**src/rtl/uart_pkg.sv**
```systemverilog
// Shared definitions for the multi-byte UART transmitter.
//   tx_state_t     : frame sequencer states
//   PAR_*          : encoding of the cfg_parity input
//   parity_enabled : true when a parity bit follows the data bits
package uart_pkg;

  typedef enum logic [2:0] {
    IDLE,
    START,
    DATA,
    PARITY,
    STOP
  } tx_state_t;

  localparam logic [1:0] PAR_NONE = 2'd0;
  localparam logic [1:0] PAR_EVEN = 2'd1;
  localparam logic [1:0] PAR_ODD  = 2'd2;

  // Mode 3 is reserved and behaves like PAR_NONE.
  function automatic logic parity_enabled(input logic [1:0] mode);
    return (mode == PAR_EVEN) || (mode == PAR_ODD);
  endfunction

endpackage

```
**src/rtl/sync_fifo.sv**
```systemverilog
// Single-clock FIFO with occupancy output.
//   clk, reset      : clock, asynchronous active-high reset (pointers/level only)
//   push, wr_data   : write request and data (ignored when full)
//   pop, rd_data    : read request (ignored when empty); rd_data shows the head entry
//   full, empty     : status flags
//   level           : number of stored entries, 0..DEPTH
module sync_fifo #(
  parameter int WIDTH = 8,
  parameter int DEPTH = 8
) (
  input  logic                       clk,
  input  logic                       reset,
  input  logic                       push,
  input  logic [WIDTH-1:0]           wr_data,
  input  logic                       pop,
  output logic [WIDTH-1:0]           rd_data,
  output logic                       full,
  output logic                       empty,
  output logic [$clog2(DEPTH):0]     level
);

  localparam int AW = $clog2(DEPTH);
  localparam logic [AW:0] FULL_LVL = (AW+1)'(DEPTH);

  logic [WIDTH-1:0] mem [DEPTH];
  logic [AW-1:0]    wr_ptr_reg;
  logic [AW-1:0]    rd_ptr_reg;
  logic [AW:0]      level_reg;
  logic             do_push;
  logic             do_pop;

  assign full    = (level_reg == FULL_LVL);
  assign empty   = (level_reg == '0);
  assign level   = level_reg;
  // A full FIFO refuses writes even if the same edge pops an entry.
  assign do_push = push && !full;
  assign do_pop  = pop && !empty;

  // The consumer pops and uses the head on the same edge, so the head
  // is presented combinationally from the storage array.
  assign rd_data = mem[rd_ptr_reg];

  always_ff @(posedge clk) begin
    if (do_push) begin
      mem[wr_ptr_reg] <= wr_data;
    end
  end

  // DEPTH is a power of two, so the pointers wrap by plain overflow.
  always_ff @(posedge clk or posedge reset) begin
    if (reset) begin
      wr_ptr_reg <= '0;
      rd_ptr_reg <= '0;
      level_reg  <= '0;
    end else begin
      if (do_push) wr_ptr_reg <= wr_ptr_reg + 1'b1;
      if (do_pop)  rd_ptr_reg <= rd_ptr_reg + 1'b1;
      case ({do_push, do_pop})
        2'b10:   level_reg <= level_reg + 1'b1;
        2'b01:   level_reg <= level_reg - 1'b1;
        default: level_reg <= level_reg;
      endcase
    end
  end

endmodule

```
**src/rtl/uart_tx_multi.sv**
```systemverilog
// UART transmitter with a TX FIFO and per-frame configuration.
//   clk, reset          : clock, asynchronous active-high reset
//   wr_data/valid/ready : byte write interface into the FIFO
//   cfg_div             : clocks per bit (values below 2 act as 2)
//   cfg_bits            : data bits minus 5
//   cfg_parity          : PAR_NONE / PAR_EVEN / PAR_ODD (3 = none)
//   cfg_stop2           : two stop bits when set
//   uart_txd            : registered serial output, idle high
//   busy                : frame in progress or FIFO not empty
//   fifo_level          : FIFO occupancy
module uart_tx_multi
  import uart_pkg::*;
#(
  parameter int FIFO_DEPTH = 8,
  parameter int DIV_W      = 16
) (
  input  logic                          clk,
  input  logic                          reset,
  input  logic [7:0]                    wr_data,
  input  logic                          wr_valid,
  output logic                          wr_ready,
  input  logic [DIV_W-1:0]              cfg_div,
  input  logic [1:0]                    cfg_bits,
  input  logic [1:0]                    cfg_parity,
  input  logic                          cfg_stop2,
  output logic                          uart_txd,
  output logic                          busy,
  output logic [$clog2(FIFO_DEPTH):0]   fifo_level
);

  tx_state_t        state_reg,  state_next;
  logic [DIV_W-1:0] cnt_reg,    cnt_next;
  logic [DIV_W-1:0] div_reg,    div_next;
  logic [1:0]       bits_reg,   bits_next;
  logic [1:0]       parity_reg, parity_next;
  logic             stop2_reg,  stop2_next;
  logic [7:0]       shift_reg,  shift_next;
  logic [2:0]       idx_reg,    idx_next;
  logic             par_reg,    par_next;
  logic             txd_reg,    txd_next;

  logic       fifo_pop;
  logic       fifo_full;
  logic       fifo_empty;
  logic [7:0] fifo_rd_data;
  logic       load_frame;
  logic       cnt_done;
  logic [2:0] last_idx;

  sync_fifo #(
    .WIDTH (8),
    .DEPTH (FIFO_DEPTH)
  ) u_fifo (
    .clk     (clk),
    .reset   (reset),
    .push    (wr_valid),
    .wr_data (wr_data),
    .pop     (fifo_pop),
    .rd_data (fifo_rd_data),
    .full    (fifo_full),
    .empty   (fifo_empty),
    .level   (fifo_level)
  );

  assign wr_ready = !fifo_full;
  assign busy     = (state_reg != IDLE) || !fifo_empty;
  assign uart_txd = txd_reg;
  assign cnt_done = (cnt_reg == '0);
  assign last_idx = 3'd4 + {1'b0, bits_reg};

  // Reload value for the bit-period down-counter: max(div, 2) - 1.
  function automatic logic [DIV_W-1:0] period_m1(input logic [DIV_W-1:0] d);
    return (d < DIV_W'(2)) ? DIV_W'(1) : d - DIV_W'(1);
  endfunction

  always_comb begin
    state_next  = state_reg;
    cnt_next    = cnt_reg;
    div_next    = div_reg;
    bits_next   = bits_reg;
    parity_next = parity_reg;
    stop2_next  = stop2_reg;
    shift_next  = shift_reg;
    idx_next    = idx_reg;
    par_next    = par_reg;
    fifo_pop    = 1'b0;
    load_frame  = 1'b0;

    case (state_reg)
      IDLE: begin
        if (!fifo_empty) load_frame = 1'b1;
      end
      START: begin
        if (cnt_done) begin
          state_next = DATA;
          cnt_next   = period_m1(div_reg);
          idx_next   = '0;
        end else begin
          cnt_next = cnt_reg - 1'b1;
        end
      end
      DATA: begin
        if (cnt_done) begin
          cnt_next   = period_m1(div_reg);
          par_next   = par_reg ^ shift_reg[0];
          shift_next = {1'b0, shift_reg[7:1]};
          if (idx_reg == last_idx) begin
            idx_next   = '0;
            state_next = parity_enabled(parity_reg) ? PARITY : STOP;
          end else begin
            idx_next = idx_reg + 1'b1;
          end
        end else begin
          cnt_next = cnt_reg - 1'b1;
        end
      end
      PARITY: begin
        if (cnt_done) begin
          state_next = STOP;
          cnt_next   = period_m1(div_reg);
          idx_next   = '0;
        end else begin
          cnt_next = cnt_reg - 1'b1;
        end
      end
      STOP: begin
        if (cnt_done) begin
          // idx counts completed stop bits while in STOP.
          if (stop2_reg && (idx_reg == '0)) begin
            idx_next = 3'd1;
            cnt_next = period_m1(div_reg);
          end else if (!fifo_empty) begin
            load_frame = 1'b1;
          end else begin
            state_next = IDLE;
          end
        end else begin
          cnt_next = cnt_reg - 1'b1;
        end
      end
      default: state_next = IDLE;
    endcase

    // Frame start: pop the head byte and freeze the configuration for
    // the whole frame.
    if (load_frame) begin
      fifo_pop    = 1'b1;
      state_next  = START;
      cnt_next    = period_m1(cfg_div);
      div_next    = cfg_div;
      bits_next   = cfg_bits;
      parity_next = cfg_parity;
      stop2_next  = cfg_stop2;
      shift_next  = fifo_rd_data;
      idx_next    = '0;
      par_next    = 1'b0;
    end
  end

  // The line level is derived from the current state and registered, so
  // uart_txd trails the state by one clock and never glitches.
  always_comb begin
    txd_next = 1'b1;
    case (state_reg)
      START:   txd_next = 1'b0;
      DATA:    txd_next = shift_reg[0];
      PARITY:  txd_next = (parity_reg == PAR_ODD) ? ~par_reg : par_reg;
      default: txd_next = 1'b1;
    endcase
  end

  always_ff @(posedge clk or posedge reset) begin
    if (reset) begin
      state_reg  <= IDLE;
      cnt_reg    <= '0;
      div_reg    <= '0;
      bits_reg   <= '0;
      parity_reg <= PAR_NONE;
      stop2_reg  <= 1'b0;
      shift_reg  <= '0;
      idx_reg    <= '0;
      par_reg    <= 1'b0;
      txd_reg    <= 1'b1;
    end else begin
      state_reg  <= state_next;
      cnt_reg    <= cnt_next;
      div_reg    <= div_next;
      bits_reg   <= bits_next;
      parity_reg <= parity_next;
      stop2_reg  <= stop2_next;
      shift_reg  <= shift_next;
      idx_reg    <= idx_next;
      par_reg    <= par_next;
      txd_reg    <= txd_next;
    end
  end

endmodule

```
**config.mk**
```make
export PLATFORM = sky130hd
export DESIGN_NAME = uart_tx_multi
export DESIGN_NICKNAME = d
export VERILOG_FILES = /design/src/rtl/uart_pkg.sv /design/src/rtl/sync_fifo.sv /design/src/rtl/uart_tx_multi.sv
export SDC_FILE = /design/constraint.sdc
export NUM_CORES = 1
export LEC_CHECK = 0
export BUFFER_PORTS_ARGS = -buffer_cell sky130_fd_sc_hd__buf_2
export CAP_MARGIN = 20
export CELL_PAD_IN_SITES_DETAIL_PLACEMENT = 0
export CELL_PAD_IN_SITES_GLOBAL_PLACEMENT = 1
export CORE_MARGIN = 4
export CORE_UTILIZATION = 30
export CTS_BUF_LIST = sky130_fd_sc_hd__clkbuf_8
export DETAILED_ROUTE_END_ITERATION = 10
export PLACE_DENSITY_LB_ADDON = 0.3
export SKIP_CTS_REPAIR_TIMING = 1
export SLEW_MARGIN = 20
export SYNTH_ARGS = -nofsm -noshare
export SYNTH_HDL_FRONTEND = slang
export SYNTH_SLANG_ARGS = --single-unit
```
**constraint.sdc**
```tcl
create_clock -name clk -period 2.94 [get_ports clk]
set_clock_uncertainty 0.15 [all_clocks]
set_input_delay 0.441 -clock clk [delete_from_list [all_inputs] [get_ports clk]]
set_output_delay 0.441 -clock clk [all_outputs]
set_load 0.005 [all_outputs]
```
# Word level (Yosys, flattened, before mapping)
# Memory sizes are Yosys's and may differ from the RTL's.
# Cells that the tools add are included.
[op_classes] div_mod_pow=0 n_mux=40 add_sub_neg=9 multipliers=0 order_cmp=2 n_eq_ne=21 shifts=0 n_reduce_logical=23 bitwise_logic=2
[op_table] cell="16-bit 2-to-1 mux" n=6
[op_table] cell="16-bit by 1-bit subtractor with 16-bit output (second input constant)" n=3
[op_table] cell="3-bit 2-to-1 mux" n=15
[op_table] cell="16-bit by 2-bit less-than comparator with 1-bit output (second input constant)" n=2
[op_table] cell="16-bit one-hot mux with 2 select lines" n=1
[op_table] cell="8-bit 2-to-1 mux" n=3
[op_table] cell="3-bit inequality test (second input constant)" n=8
[op_table] cell="16-bit logical NOT" n=1
[op_table] cell="3-bit one-hot mux with 5 select lines" n=1
[op_table] cell="1-bit 2-to-1 mux" n=10
[op_table] cell="3-bit by 1-bit adder with 3-bit output (second input constant)" n=3
[op_table] cell="3-bit one-hot mux with 3 select lines" n=1
[op_table] cell="4-bit one-hot mux with 2 select lines" n=1
[op_table] cell="8-bit AND reduction" n=1
[op_table] cell="3-bit by 2-bit == test with 1-bit output (second input constant)" n=2
[op_table] cell="3-bit logical NOT" n=2
[op_table] cell="2-bit nonzero test" n=3
[op_table] cell="3-bit nonzero test" n=2
[op_table] cell="5-bit AND reduction" n=1
[op_table] cell="4-bit by 1-bit adder with 4-bit output (second input constant)" n=1
[op_table] cell="2-bit by 1-bit == test with 1-bit output (second input constant)" n=2
[op_table] cell="2-bit == test (second input constant)" n=2
[op_table] cell="4-bit == test (second input constant)" n=1
[op_table] cell="4-bit logical NOT" n=1
[op_table] cell="19 further kinds" n=24
[word_totals] word_cells=111 memories=1 reg_bits=63 in_bits=32 latch_bits=0 ram_bits=64 out_inout_bits=7 romBits=0
[memory_table] name="u_fifo.mem" depth=8 word_bits=8 rd=1 rd_clocked_by_memory_dff=0 write_ports=1 line="sync_fifo.sv:25" text="logic [WIDTH-1:0] mem [DEPTH];"

# Depth between registers and ports, before layout
[depth] depth_word=9 ltp_mapped=14 ltp_nobuf=13

# Hierarchy
# A second synthesis with hierarchy kept.
[unflattened] hier_cells=599 area_unflattened_um2=6760.2
[by_module_without_submodules] module="uart_tx_multi" n_inst=1 cells_per_inst=438 seq_area_each_um2=1327.5 area_per_inst_um2=3624.7
[by_module_without_submodules] module="sync_fifo" n_inst=1 cells_per_inst=161 seq_area_each_um2=2172.1 area_per_inst_um2=3135.5

# Worst setup path after synthesis
# No wires, ideal clock.
[synth_timing] kind="flip-flop to flip-flop" start="register cnt_reg[0]" end="register u_fifo.level_reg[2], in the netlist u_fifo.level[2]" setup_ps=128 period_less_slack_ps=3255 setup_slack_ps=-315 n_path_buf=1 path_stages_with_launch=15 arrival_ps=2977 required_ps=2662 cell_sequence="dfrtp_1 inv_1 ha_1 nor3b_1 nand2_2 o31a_1 inv_2 buf_1 ha_1 xor2_1 ha_1 a21oi_1 xor2_1 nor2_1 xor2_1"
[synth_between] elab_chain_cells=7 elab_cells_between_ends=9 classes_between="2 x eq/ne; 4 x mux; 3 x reduce/logical"
[synth_rtl] item="from (decl)" line="uart_tx_multi.sv:32" text="logic [DIV_W-1:0] cnt_reg, cnt_next;"
[synth_rtl] item="from (signal assigned)" line="uart_tx_multi.sv:186" text="cnt_reg <= cnt_next;"
[synth_rtl] item="16-bit logical NOT *" line="uart_tx_multi.sv:68" text="assign cnt_done = (cnt_reg == '0);"
[synth_rtl] item="1-bit 2-to-1 mux *" line="uart_tx_multi.sv:127" text="if (cnt_done) begin"
[synth_rtl] item="1-bit one-hot mux with 2 select lines *" line="uart_tx_multi.sv:89" text="case (state_reg)"
[synth_rtl] item="1-bit 2-to-1 mux *" line="uart_tx_multi.sv:146" text="if (load_frame) begin"
[synth_rtl] item="1-bit logical AND *" line="sync_fifo.sv:37" text="assign do_pop = pop && !empty;"
[synth_rtl] item="named net u_fifo.do_pop" line="sync_fifo.sv:30" text="logic do_pop;"
[synth_rtl] item="2-bit by 1-bit == test with 1-bit output / 2-bit == test (equally long branches)" line="sync_fifo.sv:58" text="case ({do_push, do_pop})"
[synth_rtl] item="4-bit one-hot mux with 2 select lines / 2-bit nonzero test (equally long branches)"
[synth_rtl] item="to (signal assigned)" line="sync_fifo.sv:59" text="2'b10: level_reg <= level_reg + 1'b1;"
[synth_rtl] item="to (signal assigned)" line="sync_fifo.sv:60" text="2'b01: level_reg <= level_reg - 1'b1;"
[synth_rtl] item="to (signal assigned)" line="sync_fifo.sv:61" text="default: level_reg <= level_reg;"
[synth_rtl] item="to (decl)" line="sync_fifo.sv:28" text="logic [AW:0] level_reg;"
# Mark *: on every way through the listed nets, which the timed path passes. The rest lies on a longest branch.
# A chain may end at the register's enable or synchronous reset.

# Worst setup path after layout
[layout_timing] start="register u_fifo.level_reg[2], in the netlist u_fifo.level[2]" end="register u_fifo.level_reg[2], in the netlist u_fifo.level[2]"
[layout_between] elab_chain_cells=9 elab_cells_between_ends=17 classes_between="2 x add/sub; 3 x eq/ne; 6 x mux; 6 x reduce/logical"
[layout_rtl] item="4-bit logical NOT" line="sync_fifo.sv:33" text="assign empty = (level_reg == '0);"
[layout_rtl] item="1-bit 2-to-1 mux" line="uart_tx_multi.sv:91, uart_tx_multi.sv:132"
[layout_rtl] item="1-bit 2-to-1 mux" line="uart_tx_multi.sv:129" text="if (stop2_reg && (idx_reg == '0)) begin"
[layout_rtl] item="1-bit 2-to-1 mux" line="uart_tx_multi.sv:127"
[layout_rtl] item="1-bit one-hot mux with 2 select lines" line="uart_tx_multi.sv:89"
[layout_rtl] item="1-bit 2-to-1 mux" line="uart_tx_multi.sv:146"
[layout_rtl] item="1-bit logical AND" line="sync_fifo.sv:37"
[layout_rtl] item="2-bit by 1-bit == test with 1-bit output / 2-bit == test (equally long branches)" line="sync_fifo.sv:58"
[layout_rtl] item="4-bit one-hot mux with 2 select lines / 2-bit nonzero test (equally long branches)"
# Parallel ways exist; a longest one is shown, timed or not.

==> impl_metrics.json <==
{
  "path_clk_slew_ps": 90,
  "cp_max_fo": 5,
  "yosys_warnings": 0,
  "ios": 39,
  "routedWlPerCell_microns": 17.56,
  "comb_power_share": 0.353,
  "peakVddDrop_mv": 0.4376,
  "critPathKind": "reg2reg",
  "layout-drive-gt1-share": 0.2049,
  "hp-start": "cfg_parity[1]",
  "synth_top_area_frac": 0.3009,
  "p_sw_mw": 2.684,
  "die_h_microns": 153.9,
  "path_cells": "or4_4 > nand2_2 > o31a_1 > inv_2 > ha_1 > xor2_1 > ha_1 > a21oi_1 > xor2_1 > nor2_1 > xor2_1",
  "p_int_mw": 4.192,
  "synth_cell_types": 62,
  "status": "finished clean",
  "drt-total-wl_microns": 16400,
  "leakage_nw": 2.848,
  "first_global_vias": 4795,
  "hp-class": "in2reg",
  "gp_congestion": 0.8791,
  "period_share": 0.9251,
  "crit_end": "u_fifo.level[2]",
  "period_needed_ps": 2720,
  "dp_cells": 901,
  "synthTopCellsByArea": "edfxtp_1 30%, dfrtp_1 24%, mux4_2 5.6%, nand2_1 5.3%, xnor2_1 3.4%",
  "synth_nets": 616,
  "placementRows": 53,
  "die-area_sq_um": 23690,
  "ff2ff_setup_slack_ps": 220,
  "instances_no_fill": 934,
  "slowest_stage": "or4_4",
  "dp_hpwl_microns": 11890,
  "clk_latency_ps": 450,
  "synth_edf_count": 64,
  "portBuffers": 38,
  "r2r_end": "u_fifo.level[2]",
  "switching_share": 0.3904,
  "r2r_cells": 11,
  "arrival_ps": 2900,
  "ctsHtreeMaxLevel": 4,
  "hold_viol_final": 0,
  "fillers": 2141,
  "tightest_slew_ps": 933.0,
  "max_stage_delay_ps": 570,
  "synthArstFlopShare": 0.4961,
  "vias_per_cell": 5.051,
  "area.growth.synth_to_final_pct": 17.75,
  "synth_area_sq_um": 6386,
  "cts_buffers": 17,
  "end_kind": "flop",
  "holdPathStages": 3,
  "antenna_found_initial": 0,
  "dominantRegCellSynth": "edfxtp_1",
  "p_seq_frac": 0.428,
  "track_usage": 0.1431,
  "vias": 4718,
  "timing.setup.tns_ps": 0,
  "drc": 0,
  "worstSetupStartpointType": "flop",
  "crit_start": "u_fifo.level[2]",
  "cts.sinks": 127,
  "nets": 689,
  "overflow": 0,
  "synthCells": 573,
  "drtAntennaViolNets": 0,
  "rsz0062_at_grt": "no",
  "pwr-share-clk": 0.219,
  "syn_area_per_cell_sq_um": 11.15,
  "yosysSeqAreaShare": 0.5480,
  "setup_violations": 0,
  "grt_pass1_wl_microns": 26650,
  "p_per_area_nw_per_um2": 914.4,
  "whs_ps": 48.12,
  "crit_required_ps": 3120,
  "firstDrtPassIters": 5,
  "core-area_sq_um": 20960,
  "fmaxAchievable_ghz": 0.3677,
  "synth_seq_cells": 127,
  "cts_tree": "built",
  "cts_buffer_depth": 2,
  "grt_max_degree": 38,
  "largest_reg_flops": 64,
  "drt_iter0_markers": 223,
  "drv_cap": 0,
  "initial_core_util": 0.3048,
  "dieWidth_microns": 153.9,
  "yosysTopAreaCell": "edfxtp_1",
  "crit_top_cell": "xor2_1",
  "diodes": 0,
  "r2r-start": "u_fifo.level[2]",
  "slew_headroom": 0.3732,
  "slew_violations": 0,
  "clockRootBuffer": "clkbuf_8"
}
## area by class of cell
| cell class | instances | area (sq um) | area share |
|---|---|---|---|
| flip-flops and latches | 127 | 3500 | 0.4654 |
| multi-input cells | 413 | 2768 | 0.3681 |
| repair buffers | 74 | 462.9 | 0.06156 |
| well taps | 275 | 344.1 | 0.04576 |
| clock buffers | 17 | 234.0 | 0.03111 |
| clock inverters | 15 | 162.7 | 0.02163 |
| inverters | 13 | 48.80 | 0.006489 |
## cell usage in the layout (no fill, tap or decap), types with 3 or more instances in the layout
cell type | synthesis | final
nand2_1 | 91 | 90
edfxtp_1 | 64 | 64
dfrtp_1 | 62 | 62
nor2_1 | 48 | 48
buf_2 | 5 | 38
buf_4 | 0 | 35
nor3_1 | 30 | 30
xnor2_1 | 25 | 25
o21ai_1 | 20 | 20
clkbuf_8 | 0 | 17
xor2_1 | 16 | 16
mux4_2 | 16 | 16
nand3_1 | 14 | 14
o21ai_0 | 12 | 12
nor4_1 | 11 | 11
ha_1 | 11 | 11
inv_1 | 11 | 10
a21oi_1 | 9 | 9
mux2i_1 | 9 | 9
or3_1 | 8 | 8
a221o_1 | 7 | 7
or4_1 | 8 | 7
a211oi_1 | 7 | 7
nand2b_1 | 6 | 6
a31oi_1 | 5 | 5
o31ai_1 | 5 | 5
nand4_1 | 5 | 5
inv_6 | 0 | 5
inv_8 | 0 | 4
o22ai_1 | 3 | 3
o32ai_1 | 3 | 3
or2_1 | 3 | 3
nor4_2 | 3 | 3
inv_2 | 2 | 3
clkinv_8 | 0 | 3
## cells by family (layout without fill, tap and decap cells)
group,Yosys count,count (layout),synth area share
multiplexers,27,27,0.07406
buffers and inverters,33,119,0.02038
flip-flops,127,127,0.5480
AO/OA/AOI/OAI,92,92,0.09699
XOR/XNOR,41,41,0.05623
AND/OR/NAND/NOR,241,241,0.1812
adder cells (fa/ha/maj),12,12,0.02312
## worst max-delay path: cells and delay by family, from the launching register on
kind | cells | cell delay [ps]
simple gates | 3 | 760
buf+inv | 1 | 80
flops | 1 | 390
fa+ha+maj | 2 | 450
xor+xnor | 3 | 470
compound gates | 2 | 320
## cells in the mapped netlist, types with 3 or more instances
library cell and number:
xnor2_1 25, a31oi_1 5, clkbuf_1 10, o21ai_1 20
or3_1 8, nor3_1 30, o22ai_1 3, or4_1 8
dfrtp_1 62, a221o_1 7, a211oi_1 7, nor4_2 3
nand2b_1 6, edfxtp_1 64, mux2i_1 9, ha_1 11
o32ai_1 3, a21oi_1 9, o31ai_1 5, xor2_1 16
nand2_1 91, nand3_1 14, nor2_1 48, nand4_1 5
mux4_2 16, buf_1 5, inv_1 11, buf_2 5
o21ai_0 12, nor4_1 11, or2_1 3
## through the flow
stage	util	worst slack [ps]	cell area [sq um]	power, mW
detailed placement	0.3394	214.0	7113	5.443
global placement	0.3394	249.0	7113	5.375
floorplan	-	6.269	6399	4.585
finish	0.3588	220.4	7520	6.876
CTS	0.3584	198.1	7510	6.983
global route	0.3588	20.02	7520	7.401
## worst min-delay path by stage
| stage | to |
|---|---|
| after floorplan | parity_reg[1] |
| after global placement | parity_reg[1] |
| after detailed placement | parity_reg[1] |
| after CTS | u_fifo.wr_ptr_reg[0] |
| after global routing | parity_reg[1] |
| final | parity_reg[1] |
## metal layers
layer	up-vias	global-route usage	share of wire
met4	0	0.03743	0.012
met1	2332	0.1900	0.46
li1	2276	-	-
met5	-	0	0
met3	13	0.02983	0.036
met2	97	0.2398	0.50
## power by group through the flow
| stage | sequential, mW | combinational, mW | clock (mW) |
|---|---|---|---|
| after floorplan | 2.80 | 1.79 | 0 |
| after global routing | 3.03 | 2.73 | 1.63 |
| after detailed placement | 2.98 | 2.46 | 0 |
| final | 2.94 | 2.43 | 1.51 |
| after CTS | 2.95 | 2.47 | 1.56 |
| after global placement | 2.95 | 2.42 | 0 |
(Power assumes the default switching activity.)
